`config.mk`:
```
export PLATFORM = sky130hd
export DESIGN_NAME = gfx_pattern_gen
export DESIGN_NICKNAME = d
export VERILOG_FILES = /design/src/rtl/gfx_pattern_gen.sv
export SDC_FILE = /design/constraint.sdc
export NUM_CORES = 1
export LEC_CHECK = 0
export CAP_MARGIN = 20
export CORE_MARGIN = 3
export CORE_UTILIZATION = 56
export CTS_BUF_LIST = sky130_fd_sc_hd__clkbuf_8
export CTS_CLUSTER_SIZE = 24
export DETAILED_ROUTE_END_ITERATION = 8
export GPL_TIMING_DRIVEN = 0
export PLACE_DENSITY = 0.83
export SLEW_MARGIN = 20
export SYNTH_ARGS = -nofsm -noshare
export SYNTH_HDL_FRONTEND = slang
export SYNTH_SLANG_ARGS = --single-unit
```
`constraint.sdc`:
```
create_clock -name clk -period 2.8 [get_ports clk]
set_input_delay 0.56 -clock clk [delete_from_list [all_inputs] [get_ports clk]]
set_output_delay 0.56 -clock clk [all_outputs]
set_load 0.05 [all_outputs]
```
`src/rtl/gfx_pattern_gen.sv`:
```
// Raster-order test pattern source: walks every visible (x,y) of a frame and
// emits {x, y, pixel} on a valid/ready stream, optionally frame after frame.
module gfx_pattern_gen #(
  parameter int H_WIDTH     = 12,
  parameter int V_WIDTH     = 12,
  parameter int COLOR_WIDTH = 4,
  parameter int H_VISIBLE   = 640,
  parameter int V_VISIBLE   = 480
) (
  input  logic                       clk,
  input  logic                       rst,
  input  logic                       start,
  input  logic [1:0]                 pattern,
  input  logic                       continuous,
  output logic                       busy,
  output logic                       frame_done,
  output logic [7:0]                 frame_cnt,
  output logic                       m_gfx_valid,
  input  logic                       m_gfx_ready,
  output logic [H_WIDTH-1:0]         m_gfx_x,
  output logic [V_WIDTH-1:0]         m_gfx_y,
  output logic [3*COLOR_WIDTH-1:0]   m_gfx_pixel
);

  localparam int PIX_W = 3 * COLOR_WIDTH;
  localparam int BAR_W = H_VISIBLE / 8;
  localparam int BC_W  = (BAR_W > 1) ? $clog2(BAR_W) : 1;
  localparam logic [H_WIDTH-1:0] X_LAST  = H_WIDTH'(H_VISIBLE - 1);
  localparam logic [V_WIDTH-1:0] Y_LAST  = V_WIDTH'(V_VISIBLE - 1);
  localparam logic [BC_W-1:0]    BC_LAST = BC_W'(BAR_W - 1);

  typedef enum logic {S_IDLE, S_STREAM} state_t;

  state_t                  state_q, state_d;
  logic [1:0]              pat_q, pat_d;
  logic [BC_W-1:0]         bar_cnt_q, bar_cnt_d;
  logic [2:0]              bar_idx_q, bar_idx_d;
  logic [7:0]              cnt_q, cnt_d, cnt_inc;
  logic [H_WIDTH-1:0]      x_p0, x_d;
  logic [V_WIDTH-1:0]      y_p0, y_d;
  logic [PIX_W-1:0]        pix_p0, pix_d;
  logic                    vld_p0, vld_d;
  logic                    done_p0, done_d;
  logic                    adv, last;

  // Colour for one coordinate; only the coordinate bits each pattern needs are passed in.
  function automatic logic [PIX_W-1:0] pattern_pixel(
    input logic [1:0]             pat,
    input logic [COLOR_WIDTH-1:0] x_lo,
    input logic [COLOR_WIDTH-1:0] y_lo,
    input logic                   chk,
    input logic [2:0]             bar,
    input logic [COLOR_WIDTH-1:0] f
  );
    logic [COLOR_WIDTH-1:0] ones;
    logic [COLOR_WIDTH-1:0] zero;
    ones = '1;
    zero = '0;
    case (pat)
      2'd0:    return {bar[2] ? ones : zero, bar[1] ? ones : zero, bar[0] ? ones : zero};
      2'd1:    return chk ? {ones, ones, ones} : {zero, zero, zero};
      2'd2:    return {x_lo, y_lo, f};
      default: return {f, f, f};
    endcase
  endfunction

  assign adv     = vld_p0 && m_gfx_ready;
  assign last    = (x_p0 == X_LAST) && (y_p0 == Y_LAST);
  assign cnt_inc = cnt_q + 8'd1;

  always_comb begin
    state_d   = state_q;
    pat_d     = pat_q;
    bar_cnt_d = bar_cnt_q;
    bar_idx_d = bar_idx_q;
    cnt_d     = cnt_q;
    x_d       = x_p0;
    y_d       = y_p0;
    pix_d     = pix_p0;
    vld_d     = vld_p0;
    done_d    = 1'b0;
    case (state_q)
      S_IDLE: begin
        if (start) begin
          state_d   = S_STREAM;
          pat_d     = pattern;
          x_d       = '0;
          y_d       = '0;
          bar_cnt_d = '0;
          bar_idx_d = '0;
          vld_d     = 1'b1;
          pix_d     = pattern_pixel(pattern, '0, '0, 1'b0, 3'd0, cnt_q[COLOR_WIDTH-1:0]);
        end
      end
      S_STREAM: begin
        if (adv && last) begin
          done_d = 1'b1;
          cnt_d  = cnt_inc;
          if (continuous) begin
            // Next frame's first beat is presented on the same edge: no bubble.
            pat_d     = pattern;
            x_d       = '0;
            y_d       = '0;
            bar_cnt_d = '0;
            bar_idx_d = '0;
            pix_d     = pattern_pixel(pattern, '0, '0, 1'b0, 3'd0, cnt_inc[COLOR_WIDTH-1:0]);
          end else begin
            state_d = S_IDLE;
            vld_d   = 1'b0;
          end
        end else if (adv) begin
          if (x_p0 == X_LAST) begin
            x_d       = '0;
            y_d       = y_p0 + V_WIDTH'(1);
            bar_cnt_d = '0;
            bar_idx_d = '0;
          end else begin
            x_d = x_p0 + H_WIDTH'(1);
            if (bar_cnt_q == BC_LAST) begin
              bar_cnt_d = '0;
              bar_idx_d = bar_idx_q + 3'd1;
            end else begin
              bar_cnt_d = bar_cnt_q + BC_W'(1);
            end
          end
          pix_d = pattern_pixel(pat_q, x_d[COLOR_WIDTH-1:0], y_d[COLOR_WIDTH-1:0],
                                x_d[4] ^ y_d[4], bar_idx_d, cnt_q[COLOR_WIDTH-1:0]);
        end
      end
      default: state_d = S_IDLE;
    endcase
  end

  // Output stage p0: coordinates, pixel and valid leave together.
  always_ff @(posedge clk) begin
    if (rst) begin
      state_q   <= S_IDLE;
      pat_q     <= '0;
      bar_cnt_q <= '0;
      bar_idx_q <= '0;
      cnt_q     <= '0;
      x_p0      <= '0;
      y_p0      <= '0;
      pix_p0    <= '0;
      vld_p0    <= 1'b0;
      done_p0   <= 1'b0;
    end else begin
      state_q   <= state_d;
      pat_q     <= pat_d;
      bar_cnt_q <= bar_cnt_d;
      bar_idx_q <= bar_idx_d;
      cnt_q     <= cnt_d;
      x_p0      <= x_d;
      y_p0      <= y_d;
      pix_p0    <= pix_d;
      vld_p0    <= vld_d;
      done_p0   <= done_d;
    end
  end

  assign busy        = (state_q == S_STREAM);
  assign frame_done  = done_p0;
  assign frame_cnt   = cnt_q;
  assign m_gfx_valid = vld_p0;
  assign m_gfx_x     = x_p0;
  assign m_gfx_y     = y_p0;
  assign m_gfx_pixel = pix_p0;

endmodule
```
==> results of run 1 <==
[logic make-up (layout without fill, tap and decap cells)]
group / after synthesis / after routing / synth area share (%)
AND/OR/NAND/NOR: 193 / 193 / 28.63
AO/OA/AOI/OAI: 106 / 106 / 19.39
flip-flops: 59 / 59 / 35.33
XOR/XNOR: 34 / 34 / 9.132
buffers and inverters: 32 / 99 / 4.715
adder cells (fa/ha/maj): 5 / 5 / 1.871
multiplexers: 3 / 3 / 0.9356
[per-stage QoR]
| step | instance area (sq um) | hold WS (ns) | power [W] | setup WS, ns | instances |
|---|---|---|---|---|---|
| final | 4179 | 0.4853 | 0.001975 | 0.1106 | 571 |
| after global routing | 4179 | 0.5232 | 0.002044 | -0.02213 | 571 |
| after CTS | 4160 | 0.4874 | 0.001976 | 0.1399 | 571 |
| after detailed placement | 3955 | 0.4782 | 0.001209 | -0.05534 | 556 |
| after global placement | 3955 | 0.4573 | 0.001206 | -0.04252 | 556 |
| after floorplan | 3344 | 0.4488 | 0.001111 | 0.01578 | 432 |
[power groups by stage]
stage / Sequential (W) / Clock, W / Combinational [W]
2_1_floorplan: 0.000960 / 0 / 0.000150
3_3_place_gp: 0.000894 / 0 / 0.000312
3_5_place_dp: 0.000895 / 0 / 0.000314
4_1_cts: 0.000876 / 0.000783 / 0.000317
5_1_grt: 0.000879 / 0.000819 / 0.000347
6_report: 0.000877 / 0.000774 / 0.000324
[path summary, 6_finish.rpt]
path,from,endpoint,slack (ns),depth (start not counted)
worst max-delay path,m_gfx_y[1],m_gfx_y[5],0.11,9
worst min-delay path,bar_cnt_q[1],bar_cnt_q[1],0.49,2
worst max register to register,m_gfx_y[1],m_gfx_y[5],0.11,9
worst min register to register,bar_cnt_q[1],bar_cnt_q[1],0.49,2
[cells in the mapped netlist, drive strengths merged (4+ instances only)]
master / count / area share, %
xnor2: 16 / 4.2
nor3: 9 / 1.3
nand4: 15 / 2.8
ha: 5 / 1.9
nand2: 53 / 6.3
clkbuf: 19 / 2.1
xor2: 18 / 4.9
or3: 5 / 0.94
inv: 4 / 0.45
a31oi: 15 / 2.8
o31ai: 5 / 1.3
and2: 6 / 1.1
nor4: 5 / 1.1
buf: 9 / 2.1
nor2: 50 / 5.6
a21oi: 33 / 5.1
dfxtp: 59 / 35
o21ai: 28 / 4.2
nand3: 24 / 3.6
and3: 9 / 1.7
[critical path: stages (launching register included)]
cell       delay (ns)
dfxtp_1          0.46
ha_1             0.29
nand3_1          0.23
or4_4            0.57
buf_6            0.16
o31ai_2          0.25
clkbuf_4         0.26
a2111oi_0        0.11
xnor2_1          0.21
nor2_1           0.05
[sequential cells by signal, indices dropped and copies added, names as in the netlist]
name / flops
bar_cnt_q: 7
bar_idx_q: 3
busy: 1
frame_cnt: 8
frame_done: 1
m_gfx_pixel: 12
m_gfx_valid: 1
m_gfx_x: 12
m_gfx_y: 12
pat_q: 2
[final cells by class]
| type | instances | area (sq um) |
|---|---|---|
| plain buffers | 28 | 152.6 |
| clock buffers | 11 | 151.4 |
| flip-flops and latches | 59 | 1184 |
| clock inverters | 4 | 42.54 |
| inverters | 4 | 15.01 |
| fillers | 435 | 1463 |
| multi-input cells | 341 | 2023 |
| repair buffers | 52 | 520.5 |
| well taps | 72 | 90.09 |
[what timing repair did]
| item | CTS | global route |
|---|---|---|
| hold buffers | 0 | 0 |
| pin swaps | 0 | 0 |
| resized for setup | 3 | 7 |
| buffers inserted | 0 | 0 |
| setup endpoints to repair | 5 | 13 |
[routing by layer]
layer,vias to the layer above,global-route usage [%],part of all wire [%]
met5,-,0,0
met4,0,9.064,1.8
met3,24,6.151,6.9
met2,173,45.26,47
met1,1686,37.64,44
li1,1687,-,-
==> metrics, run 1 <==
status=finished clean; syn_area_per_cell=7.739 sq um; Final ANT Viol Nets=0; initial antenna violation count=0; GR Overflow Total=0; Clk pwr share=39.2%; largest net degree at the start of global routing=11; num rows=27; switch share=28.48%; Fmax=371.8 MHz; leakage power=1.453 nW; Initial Util=59.26%; sequential power share=44.4%; most frequent standard cell in the layout excluding fill and tap cells=dfxtp_1; cts bufs inserted=9; crit path capture type=flop; Ys Warns=0; Worst-path clk slew=0.07 ns; clock tree root driver cell=clkbuf_8; CP Data Arrival Time=2.93 ns; Layout Nets=507; Tmin final=2.689 ns; first-pass GRT wire length=16.22 mm; Die H=83.27 um; ant diodes=0; Post-route DRC=0; Yosys cell types=58; CTS tree=yes; post-synthesis sequential area ratio=35.33%; Area Overhead vs Synth=25.00%; # IOs=54; CTS sink cnt=59; final setup fails=0; die extent in x=83.27 um; setup tns final=0 ns; Max-Cap Viols=0; max-slew violations=0; Layout Skew=0.006893 ns; GR Util All Layers=28.21%; Hold Vio Cnt, Final=0; predominant post-synthesis flop cell=dfxtp_1; commonest non-fill, non-tap cells in the layout=dfxtp_1, clkdlybuf4s50_1, nor2_1, nand2_1, a21oi_1; Placer Congestion=0.9517; Core Util, Final=74.07%; Tightest Pin Transition=0.6163 ns; switching pwr=0.0005625 W; Starting DRT DRC Count=314; post-synthesis cell area=3343 sq um; Avg WL per Cell=16.87 um; PD cells=472.6 nW/um^2; Startpoint Class=flop; Setup CP Type=reg -> reg; Critical Path RT=3.04 ns; worst-path maximum fanout=10; Detailed Place HPWL=6.888 mm; DIE AREA=6933 sq um; clock latency on the worst-skew pair=0.34 ns; combinational cell fraction of total power=16.4%; #FFs+latches synth=59; TritonRoute pass-1 iters=5; routed vias=3570; Mapped Cells=432; PortBufs=52; max_slew headroom=58.72%; final WL=9.632 mm; htree depth=3; RSZ-0062 raised after global routing=yes; min-delay worst type=reg -> reg; vias in the first global route=3365; Syn Nets=444; P_int=0.001413 W; maximum vdd drop=281.2 uV; number of synthesized flops with an enable pin=0; Vias/cell=6.252; Tcrit/Tclk final=96.05%; Core Area=5642 sq um; Clock Path Buffers=2; ys async rst share=0%; layout cell share with drive strength beyond 1=8.016%
Power figures use the tool's default switching activity.
==> run 2, diff against run 1 <==
CORE_UTILIZATION = 30   (was 56)
PLACE_DENSITY = default   (was 0.83)
clock period = 2.84 ns   (was 2.8 ns; I/O delays follow)
==> metrics, run 2 (synthesis gave the netlist of run 1 again) <==
status=finished clean; Hold Vio Cnt, Final=0; Placer Congestion=0.9325; Cell Area, Placed=4035 sq um; postcts setup bufs=0; clock latency on the worst-skew pair=0.34 ns; final setup fails=0; PortBufs=52; num rows=37; Die H=111.6 um; initial antenna violation count=0; TritonRoute pass-1 iters=5; vias in the first global route=3268; Setup CP Type=reg -> reg; # IOs=54; max-slew violations=0; Final ANT Viol Nets=0; Layout Skew=0.008740 ns; commonest non-fill, non-tap cells in the layout=dfxtp_1, clkdlybuf4s50_1, nor2_1, nand2_1, a21oi_1; Max-Cap Viols=0; first-pass GRT wire length=16.48 mm; DIE AREA=12450 sq um; Fmax=372.7 MHz; Layout Nets=507; Tmin final=2.683 ns; Vias/cell=5.338; clock tree root driver cell=clkbuf_8; Critical Path RT=3.06 ns; Initial Util=31.54%; die extent in x=111.6 um; final WL=10.19 mm; fin area=4205 sq um; crit path capture type=flop; leakage power=1.435 nW; min-delay worst type=reg -> reg; worst-path maximum fanout=10; Clock Path Buffers=2; Hold-fix buffers, CTS=0; total design power=0.001814 W; Tightest Pin Transition=0.6846 ns; Area Overhead vs Synth=25.79%; most frequent standard cell in the layout excluding fill and tap cells=dfxtp_1; Starting DRT DRC Count=200; Core Util, Final=39.67%; Startpoint Class=flop; Worst-path clk slew=0.07 ns; GR Overflow Total=0; Post-route DRC=0; GR Util All Layers=16.21%; largest net degree at the start of global routing=11; max_slew headroom=54.15%; Tcrit/Tclk final=94.49%; PD cells=431.3 nW/um^2; CTS tree=yes; RSZ-0062 raised after global routing=no; CTS sink cnt=59; ant diodes=0; layout cell share with drive strength beyond 1=7.800%; Avg WL per Cell=16.02 um; htree depth=3; cts bufs inserted=9; setup tns final=0 ns; CP Data Arrival Time=2.90 ns; routed vias=3395; maximum vdd drop=208.5 uV; post-cts sizing count=2; Detailed Place HPWL=7.513 mm; Core Area=10600 sq um
==> run 2: per-layer routing <==
layer,track usage [%],part of all wire [%],vias to the layer above
met5,0,0,-
met4,6.732,1.9,0
met3,4.076,5.6,15
met2,24.85,44,111
met1,21.75,48,1585
li1,-,-,1684
==> run 2: where the power goes <==
part           switching, W  internal [W]
logic              0.000221      0.000101
registers         0.0000144      0.000851
clock network      0.000328      0.000299
==> run 2: metrics by stage <==
step	hold slack (ns)	cells	worst slack [ns]
5_1_grt	0.5241	636	0.009981
3_3_place_gp	0.4643	620	-0.07354
2_1_floorplan	0.4488	432	0.05578
3_5_place_dp	0.4696	620	-0.1375
6_report	0.4765	636	0.1565
4_1_cts	0.4790	636	0.02632
==> run 2: cell type report <==
| cell class | count | area, sq um |
|---|---|---|
| Fill cell | 1107 | 6396 |
| Multi-Input combinational cell | 341 | 2014 |
| Sequential cell | 59 | 1184 |
| Timing Repair Buffer | 52 | 520.5 |
| Tap cell | 136 | 170.2 |
| Buffer | 28 | 147.6 |
| Clock buffer | 9 | 123.9 |
| Clock inverter | 7 | 30.03 |
| Inverter | 4 | 15.01 |
==> run 2: worst paths after layout <==
check / cells after the start / slack (ns) / end / startpoint
worst max-delay path: 9 / 0.16 / m_gfx_y[5] / m_gfx_y[4]
worst min-delay path: 2 / 0.48 / bar_cnt_q[1] / bar_cnt_q[1]
worst max register to register: 9 / 0.16 / m_gfx_y[5] / m_gfx_y[4]
worst min register to register: 2 / 0.48 / bar_cnt_q[1] / bar_cnt_q[1]
==> run 2: critical path, stage by stage, from the launching register on <==
cell     delay, ns
dfxtp_2       0.33
buf_4         0.16
or4b_4        0.49
or4_4         0.54
buf_6         0.16
o21ai_0       0.22
buf_2         0.30
nand2_2       0.12
nand2_2       0.17
nor2_1        0.07
==> run 3, diff against run 2 <==
CORE_MARGIN = default   (was 3)
CORE_UTILIZATION = 50   (was 30)
PLACE_DENSITY = 0.75   (was default)
==> metrics, run 3 (synthesis gave the netlist of run 1 again) <==
status=finished clean; routed vias=3466; met3 Usage GRT=6.330%; num rows=29; worst hold slack=0.4763 ns; FILL cells=568; Placer Congestion=0.9140; maximum vdd drop=355.5 uV; TritonRoute pass-1 iters=5; Hold Vio Cnt, Final=0; Clk pwr share=42.6%; met2 Use GR=42.05%; Layout Skew=0.009541 ns; Initial Util=52.35%; Final ANT Viol Nets=0; pre-CTS WS=-0.1021 ns; min-delay worst type=reg -> reg; Core Util, Final=65.81%; DIE AREA=7017 sq um; Cell Count Post-Placement=561; cts bufs inserted=9; Layout Nets=507; Tightest Pin Transition=0.6680 ns; most frequent standard cell in the layout excluding fill and tap cells=dfxtp_1; Die H=83.77 um; Area Overhead vs Synth=25.71%; Clock Path Buffers=2; Worst-path clk slew=0.07 ns; GR Util All Layers=27.46%; commonest non-fill, non-tap cells in the layout=dfxtp_1, clkdlybuf4s50_1, nor2_1, nand2_1, a21oi_1; Fmax=379.6 MHz; initial antenna violation count=0; RSZ-0062 raised after global routing=no; CTS tree=yes; met1 usage=37.89%; combinational cell fraction of total power=15.4%; Avg WL per Cell=16.03 um; crit path capture type=flop; max-slew violations=0; Hold-fix buffers, CTS=0; CP Data Arrival Time=2.87 ns; worst-path maximum fanout=10; switching pwr=0.0005685 W; # IOs=54; leakage power=1.453 nW; busiest grt layer=met2; Vias/cell=6.007; Core Area=6386 sq um; final setup fails=0; ant diodes=0; Post-route DRC=0; die extent in x=83.77 um; vias in the first global route=3162; final WL=9.249 mm; Critical Path RT=3.07 ns; P_int=0.001487 W; largest net degree at the start of global routing=11; Final Non-Filler Cells=577; sequential power share=42.0%; htree depth=3; clock tree root driver cell=clkbuf_8; Starting DRT DRC Count=223; GR Overflow Total=0; Startpoint Class=flop; Setup CP Type=reg -> reg; layout cell share with drive strength beyond 1=8.400%; Max-Cap Viols=0; CTS sink cnt=59; setup ws final=0.2059 ns; PD cells=489.2 nW/um^2; Tmin final=2.634 ns; switch share=27.65%; first-pass GRT wire length=15.55 mm; max_slew headroom=55.26%; Detailed Place HPWL=6.759 mm; clock latency on the worst-skew pair=0.35 ns; Tcrit/Tclk final=92.75%; PortBufs=52
run 3: changes by cell type in the layout (fill, tap and decap cells not counted):
| cell | delta |
|---|---|
| inv_1 | -3 |
| bufinv_16 | +2 |
| clkbuf_8 | +2 |
| clkinv_2 | -2 |
| buf_2 | +1 |
| clkbuf_4 | -1 |
| clkinvlp_4 | +1 |
run 3: routing by layer:
metal / up-vias / wire (um)
met4: 0 / 175
met2: 142 / 4145
met3: 22 / 662
li1: 1684 / -
met1: 1618 / 4265
met5: - / 0
run 3: path summary, 6_finish.rpt:
kind | startpoint | end | slack (ns) | cells after the start
worst max register to register | m_gfx_y[4] | m_gfx_y[5] | 0.21 | 9
worst min register to register | bar_cnt_q[1] | bar_cnt_q[1] | 0.48 | 2
worst max-delay path | m_gfx_y[4] | m_gfx_y[5] | 0.21 | 9
worst min-delay path | bar_cnt_q[1] | bar_cnt_q[1] | 0.48 | 2
run 3: worst max-delay path, stage by stage (launching register included):
cell and delay (ns):
dfxtp_2 0.33, buf_4 0.15, or4b_4 0.50, or4_4 0.55, buf_6 0.16, o31ai_2 0.22
buf_2 0.27, a2111oi_0 0.12, xnor2_1 0.18, nor2_1 0.05
run 3: what timing repair did:
action,in CTS,in global routing
setup buffers,0,0
resized for setup,2,4
setup endpoints to repair,2,29
run 3: cell type report:
cell class                      count  area, sq um  share of cell area, %
Multi-Input combinational cell    341         2014                  47.93
Tap cell                           77        96.34                  2.292
Timing Repair Buffer               52        520.5                  12.38
Buffer                             28        145.1                  3.453
Clock buffer                       11        151.4                  3.602
Clock inverter                      5        76.32                  1.816
Sequential cell                    59         1184                  28.16
Inverter                            4        15.01                 0.3572
run 3: through the flow:
step	TNS (ns)	total power, W	cell area (sq um)
2_1_floorplan	0	0.001095	3344
3_3_place_gp	-0.1251	0.001190	3961
3_5_place_dp	-0.1606	0.001192	3961
4_1_cts	0	0.002057	4195
5_1_grt	0	0.002135	4203
6_report	0	0.002056	4203
run 3: power groups by stage:
stage	logic, W	registers, W	clock network (W)
2_1_floorplan	0.000148	0.000947	0
3_3_place_gp	0.000309	0.000882	0
6_report	0.000316	0.000864	0.000876
4_1_cts	0.000312	0.000864	0.000881
3_5_place_dp	0.000309	0.000882	0
5_1_grt	0.000341	0.000867	0.000927
